[config.mk]
export PLATFORM = sky130hd
export DESIGN_NAME = mult_share_flat
export DESIGN_NICKNAME = d
export VERILOG_FILES = /design/src/rtl/mult_share_if.sv /design/src/rtl/mult_share.sv /design/src/flat_wrapper.sv
export SDC_FILE = /design/constraint.sdc
export NUM_CORES = 2
export LEC_CHECK = 0
export CORE_MARGIN = 2
export CORE_UTILIZATION = 35
export CTS_BUF_LIST = sky130_fd_sc_hd__clkbuf_8
export CTS_CLUSTER_DIAMETER = 30
export DETAILED_ROUTE_END_ITERATION = 10
export PLACE_DENSITY = 0.64
export RECOVER_POWER = 50
export SLEW_MARGIN = 30
export SYNTH_ARGS = -nofsm -noshare
export SYNTH_HDL_FRONTEND = slang
export SYNTH_SLANG_ARGS = --single-unit
[constraint.sdc]
create_clock -name clk -period 11.6 [get_ports clk]
set_input_delay 2.32 -clock clk [delete_from_list [all_inputs] [get_ports clk]]
set_output_delay 2.32 -clock clk [all_outputs]
set_load 0.05 [all_outputs]
[src/rtl/mult_share_if.sv]
// Request/grant/product bundle between the DSP waveform clients and the
// shared multiplier; clients use the master view, the multiplier the slave view.
interface mult_share_if #(
  parameter int N_CLIENTS = 4,
  parameter int WIDTH     = 32
);
  logic [N_CLIENTS-1:0]       req;
  logic [N_CLIENTS*WIDTH-1:0] a;
  logic [N_CLIENTS*WIDTH-1:0] b;
  logic [N_CLIENTS-1:0]       gnt;
  logic [2*WIDTH-1:0]         p;
  logic [N_CLIENTS-1:0]       p_valid;

  modport master (output req, output a, output b,
                  input gnt, input p, input p_valid);
  modport slave  (input req, input a, input b,
                  output gnt, output p, output p_valid);
endinterface

[src/rtl/mult_share.sv]
// Shared WIDTHxWIDTH unsigned multiplier: round-robin grant among N_CLIENTS,
// one operand pair per clock, product and one-hot tag returned two cycles later.
module mult_share #(
  parameter int N_CLIENTS = 4,
  parameter int WIDTH     = 32
) (
  input logic          clk,
  input logic          rst_n,
  mult_share_if.slave  bus
);
  localparam int PTR_W = (N_CLIENTS > 1) ? $clog2(N_CLIENTS) : 1;
  localparam int PW    = 2 * WIDTH;

  logic [PTR_W-1:0]     rr_ptr_q;
  logic [PTR_W-1:0]     rr_ptr_d;
  logic [PTR_W-1:0]     gnt_idx_s;
  logic                 gnt_any_s;
  logic [N_CLIENTS-1:0] gnt_s;
  logic [WIDTH-1:0]     a_sel_s;
  logic [WIDTH-1:0]     b_sel_s;
  logic [WIDTH-1:0]     a_s1_q;
  logic [WIDTH-1:0]     b_s1_q;
  logic [N_CLIENTS-1:0] tag_s1_q;
  logic                 vld_s1_q;
  logic [PW-1:0]        prod_s;
  logic [PW-1:0]        p_q;
  logic [N_CLIENTS-1:0] p_valid_q;

  function automatic logic [PTR_W-1:0] wrap_idx(input logic [PTR_W-1:0] base, input int off);
    int s;
    s = int'(base) + off;
    if (s >= N_CLIENTS) begin
      s = s - N_CLIENTS;
    end else begin
      s = s;
    end
    return PTR_W'(s);
  endfunction

  // Round-robin search from rr_ptr; grant is forced low while reset is held
  always_comb begin
    gnt_idx_s = '0;
    gnt_any_s = 1'b0;
    for (int i = 0; i < N_CLIENTS; i++) begin
      if (!gnt_any_s && bus.req[wrap_idx(rr_ptr_q, i)]) begin
        gnt_any_s = 1'b1;
        gnt_idx_s = wrap_idx(rr_ptr_q, i);
      end else begin
        gnt_idx_s = gnt_idx_s;
      end
    end
    if (gnt_any_s && rst_n) begin
      gnt_s = N_CLIENTS'(1) << gnt_idx_s;
    end else begin
      gnt_s = '0;
    end
    rr_ptr_d = wrap_idx(gnt_idx_s, 1);
  end

  // Operand mux driven by the one-hot grant
  always_comb begin
    a_sel_s = '0;
    b_sel_s = '0;
    for (int i = 0; i < N_CLIENTS; i++) begin
      if (gnt_s[i]) begin
        a_sel_s = bus.a[i*WIDTH +: WIDTH];
        b_sel_s = bus.b[i*WIDTH +: WIDTH];
      end else begin
        a_sel_s = a_sel_s;
      end
    end
  end

  assign prod_s = PW'(a_s1_q) * PW'(b_s1_q);

  // Pointer, operand stage and product stage; p holds until the next product lands
  always_ff @(posedge clk or negedge rst_n) begin
    if (!rst_n) begin
      rr_ptr_q  <= '0;
      a_s1_q    <= '0;
      b_s1_q    <= '0;
      tag_s1_q  <= '0;
      vld_s1_q  <= 1'b0;
      p_q       <= '0;
      p_valid_q <= '0;
    end else begin
      if (gnt_any_s) begin
        rr_ptr_q <= rr_ptr_d;
        a_s1_q   <= a_sel_s;
        b_s1_q   <= b_sel_s;
        tag_s1_q <= gnt_s;
        vld_s1_q <= 1'b1;
      end else begin
        tag_s1_q <= '0;
        vld_s1_q <= 1'b0;
      end
      if (vld_s1_q) begin
        p_q       <= prod_s;
        p_valid_q <= tag_s1_q;
      end else begin
        p_valid_q <= '0;
      end
    end
  end

  assign bus.gnt     = gnt_s;
  assign bus.p       = p_q;
  assign bus.p_valid = p_valid_q;

endmodule
[src/flat_wrapper.sv]
// flat-port wrapper written by rule: the top's interface ports become plain ports
module mult_share_flat 
#(
  parameter int N_CLIENTS = 4,
  parameter int WIDTH     = 32
)
  (clk, rst_n, bus_req, bus_a, bus_b, bus_gnt, bus_p, bus_p_valid);
  mult_share_if #(.N_CLIENTS(N_CLIENTS), .WIDTH(WIDTH)) bus_i ();
  input logic clk;
  input logic rst_n;
  input wire logic [$bits(bus_i.req)-1:0] bus_req;
  input wire logic [$bits(bus_i.a)-1:0] bus_a;
  input wire logic [$bits(bus_i.b)-1:0] bus_b;
  output wire logic [$bits(bus_i.gnt)-1:0] bus_gnt;
  output wire logic [$bits(bus_i.p)-1:0] bus_p;
  output wire logic [$bits(bus_i.p_valid)-1:0] bus_p_valid;
  assign bus_i.req = bus_req;
  assign bus_i.a = bus_a;
  assign bus_i.b = bus_b;
  assign bus_gnt = bus_i.gnt;
  assign bus_p = bus_i.p;
  assign bus_p_valid = bus_i.p_valid;
  mult_share #(.N_CLIENTS(N_CLIENTS), .WIDTH(WIDTH)) u_core (.clk(clk), .rst_n(rst_n), .bus(bus_i));
endmodule
==> reports/results.ini <==
[clocking]
inserted_clock_buffers = 17
clk_root_buffer_cell = clkbuf_8
postCtsSetupBuffers = 0
cts_repair_resize_count = 0
path_clk_slew_ns = 0.09
cts.path.max_buffers = 2
clk-insertion-delay-late_ns = 0.53
htree_num_levels = 4
clock_sinks = 139
cts_hold_repair.buffers = 0
tritoncts = done

[grt]
first_global_vias = 33000
grt_start_max_net_pins = 99
grt_remaining_overflow = 0
antenna_found_initial = 2
grt_pass1_wl_um = 196000
grt.total_usage_pct = 21.7

[sta]
max_clock_skew_ns = 0.0211
whs_ns = 0.463
grt_setup_unrepaired = no
slew_headroom_pct = -83.0
final_setup_vio_count = 0
tns_ns = 0
slew_viol_final = 128
max_freq_mhz = 115
finalCritPeriodShare_pct = 74.7
finalWorstPathRequiredPeriod_ns = 8.66
hold_violations = 0
tightestPinTransition_ns = 2.74

[synthesis]
syn_nets = 5744
netlist-cell-type-count = 70
synth_enable_flop_cells = 0
yosys_warnings = 0
syn_inst = 4319
synthesis.area_um2 = 40000
post_synth.cell_area_avg_um2 = 9.26
synthTopCellsByArea = fa_1 (45%), and2_1 (9.1%), dfrtp_1 (8.7%)
synth_area_leader_cell = fa_1
synth_seq_cells = 139
proportion_of_synthesized_flip_flops_having_asynchronous_set_or_reset_pct = 100
seq_total_area_yosys_pct = 8.69
synth.top_cell.area_share_pct = 44.8
dominantRegCellSynth = dfrtp_1

[finish]
fill_cells = 11500
utilization_pct = 39.6
synth_to_final_area_change_pct = 12.8
multiInputGateArea_um2 = 32100
finish.net_count = 5884
register_area_um2 = 3480
post_route_cells_drive_above_1_share_pct = 4.05

[critical_path]
rr_endpoint = u_core.bus.p[53]$_DFFE_PN0P_
regToRegSetupSlack_ns = 2.94
cp.depth = 24
crit_path_cell_trace = and2_1 > fa_1 > inv_1 > fa_1 > fa_1 > fa_1 > inv_1 > fa_1 > inv_1 > fa_1 > inv_1 > fa_1 > fa_1 > ha_1 > nand2_1 > nor4_1 > o311ai_1 > buf_4 > a21o_1 > and2_1 > a21oi_2 > a21boi_1 > xnor2_1 > mux2_2
cp.arrival_ns = 9.07
endpoint_kind = flop
crit_fanout = 33
cell_family_with_the_largest_share_of_critical_path_delay = adder cells
critPathBufInv = 5
critical-path-max-stage-delay_ns = 1.15
worst-r2r-cell-count = 24
crit_required_ns = 12.01
crit_end = u_core.bus.p[53]$_DFFE_PN0P_
most_used_cell_cp = fa_1
regToRegStartpoint = u_core.b_s1_q[2]$_DFFE_PN0P_
crit_path_start = u_core.b_s1_q[2]$_DFFE_PN0P_
slowest_library_cell_on_the_worst_path = dfrtp_1
timing_worst_setup_path_type = flop to flop
critPathLaunchType = flop

[run]
maxCapViolations = 3

[placed_design]
place_congestion = 0.959
dpl.hpwl_um = 97800
place.port_buffers = 333

[drt]
dr.pass1.iters = 5
wl_um = 124000
wire_per_inst_um = 20.7
drt_iter0_drc = 1972
detail_route.drc_violations = 0
vias_per_inst = 5.11
ant_nets = 0
route.vias.total = 30600

[hold_path]
worst_hold_path_type = flop to flop

[floorplan]
floorplan.die_area_um2 = 117000
die-width_um = 342
core_area_um2 = 114000
fp.dieH_um = 342
boundaryPins = 334
rows = 124
starting_density_pct = 35.1

[run_status]
status = complete, but fails checks
failed_checks = capacitance limit, slew limit

## registers in the layout, indices dropped and copies added, names as in the netlist
name                flops
u_core.bus.p           64
u_core.bus.p_valid      4
u_core.tag_s1_q         4
u_core.rr_ptr_q         2
u_core.vld_s1_q         1
u_core.a_s1_q          32
u_core.b_s1_q          32
## cells in the mapped netlist (4+ instances only)
| library cell | count |
|---|---|
| nand2_1 | 516 |
| a22oi_1 | 66 |
| fa_1 | 896 |
| dfrtp_1 | 139 |
| o21ai_1 | 16 |
| a21oi_1 | 90 |
| clkbuf_2 | 4 |
| a221o_1 | 68 |
| a21o_1 | 22 |
| nor4_1 | 4 |
| a31oi_1 | 9 |
| and4_1 | 4 |
| xnor2_1 | 41 |
| o31ai_1 | 5 |
| buf_1 | 15 |
| and3_1 | 14 |
| nor2b_1 | 4 |
| clkbuf_1 | 249 |
| buf_2 | 13 |
| ha_1 | 267 |
| nor3_1 | 12 |
| and2_1 | 584 |
| o21ai_0 | 145 |
| xor2_1 | 18 |
| nand4_1 | 21 |
| inv_1 | 904 |
| nand3_1 | 16 |
| nor2_1 | 38 |
| o21bai_1 | 18 |
| mux2_2 | 53 |
| o211ai_1 | 4 |
## cell type report
cell class | count | share of cell area, %
multi-input cells | 2994 | 71.1
repair buffers | 403 | 8.51
flip-flops and latches | 139 | 7.72
inverters | 904 | 7.52
well taps | 1512 | 4.19
clock buffers | 19 | 0.580
clock inverters | 13 | 0.347
diodes | 1 | 0.00555
## stage by stage
stage                     worst slack [ns]  instances  instance area (µm²)
after floorplan                       4.50       4319                40000
after global placement                3.07       5951                44700
after detailed placement              3.15       5951                44700
after CTS                             3.08       5983                45100
after global routing                  2.73       5985                45100
final                                 2.94       5985                45100
## cells in the final DEF (no fill, tap or decap), drive strengths merged, types with 23 or more instances in the layout
| master | n |
|---|---|
| ha | 267 |
| and2 | 585 |
| nand2 | 516 |
| buf | 67 |
| nor2 | 38 |
| inv | 909 |
| xnor2 | 41 |
| fa | 896 |
| mux2 | 54 |
| a21o | 23 |
| clkbuf | 23 |
| a221o | 68 |
| dlygate4sd3 | 25 |
| dfrtp | 139 |
| o21ai | 162 |
| a22oi | 66 |
| clkdlybuf4s50 | 307 |
| a21oi | 95 |
## per-layer routing
layer,track usage [%],vias to the layer above,routed length (µm)
met1,29.2,16100,52200
met3,4.36,178,8840
met5,0,-,0
li1,-,13300,-
met4,5.04,0,3060
met2,36.0,1053,59700
## logic make-up after synthesis
kind of cell    synth area share, %
compound gates                 8.27
fa+ha+maj                      53.2
mux                            1.60
flops                          8.69
xor+xnor                       1.29
buf+inv                        11.2
simple gates                   15.8
## worst min path at each step
stage,from,endpoint,cells past startpoint
finish,u_core.tag_s1_q[2]$_DFF_PN0_,u_core.bus.p_valid[2]$_DFF_PN0_,1
global route,u_core.tag_s1_q[2]$_DFF_PN0_,u_core.bus.p_valid[2]$_DFF_PN0_,1
CTS,u_core.tag_s1_q[2]$_DFF_PN0_,u_core.bus.p_valid[2]$_DFF_PN0_,1
detailed placement,u_core.tag_s1_q[1]$_DFF_PN0_,u_core.bus.p_valid[1]$_DFF_PN0_,1
global placement,u_core.tag_s1_q[3]$_DFF_PN0_,u_core.bus.p_valid[3]$_DFF_PN0_,1
floorplan,u_core.tag_s1_q[0]$_DFF_PN0_,u_core.bus.p_valid[0]$_DFF_PN0_,1
Power is not shown: default switching activity piles up to over one toggle a cycle in this logic, so the estimate is an artifact.
